===== src/rtl/apb3_requester_arbiter.sv =====
// Round-robin arbiter sharing one APB3 bus among several requesters.
// Registered APB outputs, wait-state handling and a bounded ACCESS phase.
module apb3_requester_arbiter #(
  parameter int NumRequesters = 4,
  parameter int AddrWidth     = 32,
  parameter int DataWidth     = 32,
  parameter int TimeoutCycles = 256
) (
  input  logic                               clk,
  input  logic                               rst_n,
  input  logic [NumRequesters-1:0]           req_valid,
  input  logic [NumRequesters-1:0]           req_write,
  input  logic [NumRequesters*AddrWidth-1:0] req_addr,
  input  logic [NumRequesters*DataWidth-1:0] req_wdata,
  output logic [NumRequesters-1:0]           req_ready,
  output logic [DataWidth-1:0]               rsp_rdata,
  output logic                               rsp_err,
  output logic                               timeout_evt,
  output logic [AddrWidth-1:0]               paddr,
  output logic                               psel,
  output logic                               penable,
  output logic                               pwrite,
  output logic [DataWidth-1:0]               pwdata,
  input  logic [DataWidth-1:0]               prdata,
  input  logic                               pready,
  input  logic                               pslverr
);

  localparam int IdxW = $clog2(NumRequesters);
  localparam int CntW =
    (TimeoutCycles < 2) ? 1 : $clog2(TimeoutCycles + 1);
  localparam logic [CntW-1:0] CntMax = CntW'(TimeoutCycles);
  localparam logic ToEn = (TimeoutCycles > 0);
  localparam logic [IdxW-1:0] LastIdx = IdxW'(NumRequesters - 1);

  localparam logic [1:0] S_IDLE   = 2'd0;
  localparam logic [1:0] S_SETUP  = 2'd1;
  localparam logic [1:0] S_ACCESS = 2'd2;

  logic [1:0]           state_q, state_d;
  logic [IdxW-1:0]      rr_q, rr_d;
  logic [IdxW-1:0]      grant_q, grant_d;
  logic [CntW-1:0]      cnt_q, cnt_d;
  logic                 psel_q, psel_d;
  logic                 penable_q, penable_d;
  logic                 pwrite_q, pwrite_d;
  logic [AddrWidth-1:0] paddr_q, paddr_d;
  logic [DataWidth-1:0] pwdata_q, pwdata_d;

  logic            win_found;
  logic [IdxW-1:0] win_idx;
  logic [IdxW-1:0] win_next;
  logic            in_access;
  logic            timeout_hit;
  logic            done;

  // Search from the rr pointer, wrapping around the requester ring.
  always_comb begin
    int j;
    win_found = 1'b0;
    win_idx   = '0;
    j         = 0;
    for (int k = 0; k < NumRequesters; k++) begin
      j = int'(rr_q) + k;
      if (j >= NumRequesters) j = j - NumRequesters;
      if (!win_found && req_valid[j]) begin
        win_found = 1'b1;
        win_idx   = IdxW'(j);
      end
    end
  end

  assign win_next = (win_idx == LastIdx) ? '0 : win_idx + 1'b1;

  assign in_access   = (state_q == S_ACCESS);
  assign timeout_hit = ToEn && in_access && !pready && (cnt_q == CntMax);
  assign done        = in_access && (pready || timeout_hit);

  always_comb begin
    req_ready = '0;
    if (done) req_ready[grant_q] = 1'b1;
  end

  // A timed-out read returns zero data; writes never return data.
  assign rsp_rdata   = (done && pready && !pwrite_q) ? prdata : '0;
  assign rsp_err     = done && (pready ? pslverr : 1'b1);
  assign timeout_evt = timeout_hit;

  always_comb begin
    state_d   = state_q;
    rr_d      = rr_q;
    grant_d   = grant_q;
    cnt_d     = cnt_q;
    psel_d    = psel_q;
    penable_d = penable_q;
    pwrite_d  = pwrite_q;
    paddr_d   = paddr_q;
    pwdata_d  = pwdata_q;
    case (state_q)
      S_IDLE: begin
        if (win_found) begin
          grant_d  = win_idx;
          rr_d     = win_next;
          paddr_d  = req_addr[int'(win_idx)*AddrWidth +: AddrWidth];
          pwdata_d = req_wdata[int'(win_idx)*DataWidth +: DataWidth];
          pwrite_d = req_write[win_idx];
          psel_d   = 1'b1;
          state_d  = S_SETUP;
        end
      end
      S_SETUP: begin
        penable_d = 1'b1;
        cnt_d     = '0;
        state_d   = S_ACCESS;
      end
      S_ACCESS: begin
        if (done) begin
          psel_d    = 1'b0;
          penable_d = 1'b0;
          state_d   = S_IDLE;
        end else if (cnt_q != CntMax) begin
          cnt_d = cnt_q + 1'b1;
        end
      end
      default: begin
        psel_d    = 1'b0;
        penable_d = 1'b0;
        state_d   = S_IDLE;
      end
    endcase
  end

  always_ff @(posedge clk or negedge rst_n) begin
    if (!rst_n) begin
      state_q   <= S_IDLE;
      rr_q      <= '0;
      grant_q   <= '0;
      cnt_q     <= '0;
      psel_q    <= 1'b0;
      penable_q <= 1'b0;
      pwrite_q  <= 1'b0;
      paddr_q   <= '0;
      pwdata_q  <= '0;
    end else begin
      state_q   <= state_d;
      rr_q      <= rr_d;
      grant_q   <= grant_d;
      cnt_q     <= cnt_d;
      psel_q    <= psel_d;
      penable_q <= penable_d;
      pwrite_q  <= pwrite_d;
      paddr_q   <= paddr_d;
      pwdata_q  <= pwdata_d;
    end
  end

  assign psel    = psel_q;
  assign penable = penable_q;
  assign pwrite  = pwrite_q;
  assign paddr   = paddr_q;
  assign pwdata  = pwdata_q;

endmodule


===== config.mk =====
export PLATFORM = sky130hd
export DESIGN_NAME = apb3_requester_arbiter
export DESIGN_NICKNAME = d
export VERILOG_FILES = /design/src/rtl/apb3_requester_arbiter.sv
export SDC_FILE = /design/constraint.sdc
export NUM_CORES = 1
export LEC_CHECK = 0
export ABC_AREA = 0
export CORE_AREA = 5 5 153 155
export CTS_BUF_LIST = sky130_fd_sc_hd__clkbuf_8 sky130_fd_sc_hd__clkbuf_16
export DETAILED_ROUTE_END_ITERATION = 6
export DIE_AREA = 0 0 158 160
export DONT_BUFFER_PORTS = 1
export PLACE_DENSITY_LB_ADDON = 0.25
export SYNTH_ARGS = -nofsm -noshare
export SYNTH_HDL_FRONTEND = slang
export SYNTH_SLANG_ARGS = --single-unit

===== constraint.sdc =====
create_clock -name clk -period 2.47 [get_ports clk]
set_input_delay 0.1235 -clock clk [delete_from_list [all_inputs] [get_ports clk]]
set_output_delay 0.1235 -clock clk [all_outputs]
set_load 0.01 [all_outputs]

==> qor.yml <==
status:
  outcome: "complete, but fails checks"
  violations: "negative hold slack"
sta:
  fin_crit_ns: 2.33
  setup_tns_ns: 0
  worst_pin_slew_ns: 0.496
  slew_violations: 0
  whs_ns: -0.00388
  period_share: 0.943
  maxSlewHeadroom: 0.669
  fmax_ghz: 0.429
  finalSetupViolCount: 0
  hold_violations: 1
  rsz0062_at_grt: "false"
  fin_skew_ns: 0.00964
setup_path:
  crit_type: "reg -> reg"
  worstPathMaxFanout: 6
  critPathCaptureType: "flip-flop"
  crit_arrival_ns: 2.55
  r2r_cells: 7
  crit_path_start_kind: "flip-flop"
  worstPathRequired_ns: 2.69
layout:
  final_layout_size_suffix_gt1_frac: 0.0678
  stdcell_area_um2: 7300
  layout_common_cells: "nand2_1 (142), dlygate4sd3_1 (131), dfrtp_1 (82), a31oi_1 (66)"
  fin_cells: 988
  area_growth_pct: 36.2
  diodes: 0
  layout.nets: 1009
  nFillCells: 2158
  final_common_cell: "nand2_1"
clocking:
  numCtsBuffers: 9
  cts_tree: "built"
  clk_latency_ns: 0.34
  clock_path_buffers: 2
  clkTransAtPathRegs_ns: 0.06
  clockRootBuffer: "clkbuf_16"
  htreeDepth: 3
  clock-sinks: 82
place:
  port_buffers: 0
  placed_area_um2: 5540
  gp_congestion: 0.824
  placed_cells: 836
  dp_hpwl_um: 15300
synth:
  synth_cell_type_count: 45
  yosysWarnings: 0
  syn_nets: 898
  synthFlopType: "dfrtp_1"
  synth.avg_cell_area_um2: 9.05
  synth_seq_cells: 82
  synthesis.instances: 593
  synth_edf_count: 0
  synthArstFlopShare: 1.00
  yosysSeqAreaShare: 0.383
  syn-cell-area_um2: 5360
power_and_ir_drop:
  peakVddDrop_uv: 359
  cellLeakagePower_nw: 3.00
  power_density_nw_per_um2: 1120
run:
  drv_cap: 0
routing:
  final_antenna_net_count: 0
  drt_iter0_markers: 380
  drc_errors: 0
  wl_per_cell_um: 22.4
  vias: 5280
  vias_per_cell: 5.34
  wl_um: 22100
  first_pass_iters: 5
grt:
  grt_max_degree: 83
  grt-ovfl-total: 0
  grt_pass1_wl_um: 30800
  grt_pass1_vias: 5532
  grt_use_total: 0.157
  antenna_found_initial: 0
floorplanning:
  die_x_um: 158
  coreArea_um2: 21700
  start_util: 0.247
  die_area_um2: 25300
  std_cell_rows: 54
  die_y_um: 160
  io_pins: 405
hold_path:
  hp-class: "in -> reg"
  holdPathStages: 2
[worst paths after layout]
kind                       slack (ns)                    from                      to
setup / recovery                 0.14     rr_q[1]$_DFFE_PN0P_   pwdata[4]$_DFFE_PN0P_
hold / removal                 -0.004           req_addr[116]   paddr[20]$_DFFE_PN0P_
setup reg to reg                 0.14     rr_q[1]$_DFFE_PN0P_   pwdata[4]$_DFFE_PN0P_
hold reg to reg                  0.54  state_q[1]$_DFFE_PN0P_  state_q[1]$_DFFE_PN0P_
max in group asynchronous        1.77                   rst_n  pwdata[31]$_DFFE_PN0P_
min in group asynchronous        0.34                   rst_n   paddr[14]$_DFFE_PN0P_
[where the power goes]
part	internal, mW	leakage, nW	switching (mW)	total [mW]
combinational	1.74	1.92	2.18	3.92
clock	0.876	0.149	0.580	1.46
sequential	1.98	0.940	0.804	2.78
total	4.59	3.00	3.57	8.16
[metrics by stage]
| step | utilization | worst slack (ns) | power, mW |
|---|---|---|---|
| 3_5_place_dp | 0.256 | 0.348 | 6.17 |
| 3_3_place_gp | 0.256 | 0.392 | 6.03 |
| 6_report | 0.337 | 0.141 | 8.16 |
| 4_1_cts | 0.332 | 0.0130 | 8.06 |
| 2_1_floorplan | - | 0.637 | 5.38 |
| 5_1_grt | 0.337 | 0.00637 | 8.75 |
[final cells by class]
type                       instances  area (um2)  area share
clock buffer                       9         225      0.0308
clock inverter                     6        83.8      0.0115
inverter                           9        33.8     0.00462
multi-input combinational        453        2990       0.410
sequential                        82        2050       0.281
tap                              280         350      0.0480
timing repair buffer             149        1570       0.215
[cells by family (layout without fill, tap and decap cells)]
group	Yosys count	after routing	share of synthesized area
buffers and inverters	58	173	0.0683
multiplexers	69	69	0.129
adder cells (fa/ha/maj)	5	5	0.0117
flip-flops	82	82	0.383
AND/OR/NAND/NOR	217	217	0.182
XOR/XNOR	1	1	0.00163
AO/OA/AOI/OAI	161	161	0.224
[worst max-delay path, stage by stage, from the launching register on]
cell and delay [ns]:
dfrtp_1 0.44, or3b_4 0.44, o221ai_4 0.14, clkbuf_16 0.24, mux2i_1 0.18, o2bb2ai_1 0.13
a31oi_1 0.05, dlygate4sd3_1 0.59
[flip-flops by register name, indices dropped and copies added, names as in the netlist]
signal,cells
grant_q,2
pwrite,1
rr_q,2
paddr,32
penable,1
psel,1
state_q,2
pwdata,32
cnt_q,9
[repair_timing]
item                                   4_1_cts  5_1_grt
setup endpoints to repair                    0       12
setup buffers                                0        2
endpoints found under the hold margin      148        0
hold buffers                               132        0
gates resized for setup                      0        7
[cells in the mapped netlist (3+ instances only)]
| cell type | instances | area [um2] |
|---|---|---|
| clkbuf_1 | 22 | 82.6 |
| dfrtp_1 | 82 | 2050 |
| a31o_2 | 3 | 26.3 |
| nor2_1 | 13 | 48.8 |
| buf_6 | 7 | 78.8 |
| and2_1 | 35 | 219 |
| mux2_2 | 3 | 33.8 |
| nand4_1 | 3 | 18.8 |
| ha_1 | 5 | 62.6 |
| buf_12 | 4 | 80.1 |
| o21ai_0 | 5 | 25.0 |
| nor3b_1 | 3 | 22.5 |
| nand2_1 | 142 | 533 |
| nand2b_1 | 4 | 25.0 |
| a21oi_1 | 7 | 35.0 |
| buf_2 | 7 | 35.0 |
| and3_1 | 3 | 18.8 |
| a31oi_1 | 66 | 413 |
| buf_1 | 5 | 18.8 |
| a21o_1 | 3 | 22.5 |
| o2bb2ai_1 | 65 | 569 |
| nor3_1 | 4 | 20.0 |
| mux2i_1 | 66 | 661 |
| inv_1 | 9 | 33.8 |
[layer usage]
layer	share of wire	GRT usage	wire, um	up-vias
met3	0.085	0.0463	1870	33
met4	0.029	0.0578	648	0
met5	0	0	0	-
met1	0.35	0.155	7750	2560
met2	0.54	0.303	11900	309
li1	-	-	-	2378
Note: power is estimated with default switching activity, not from simulation.
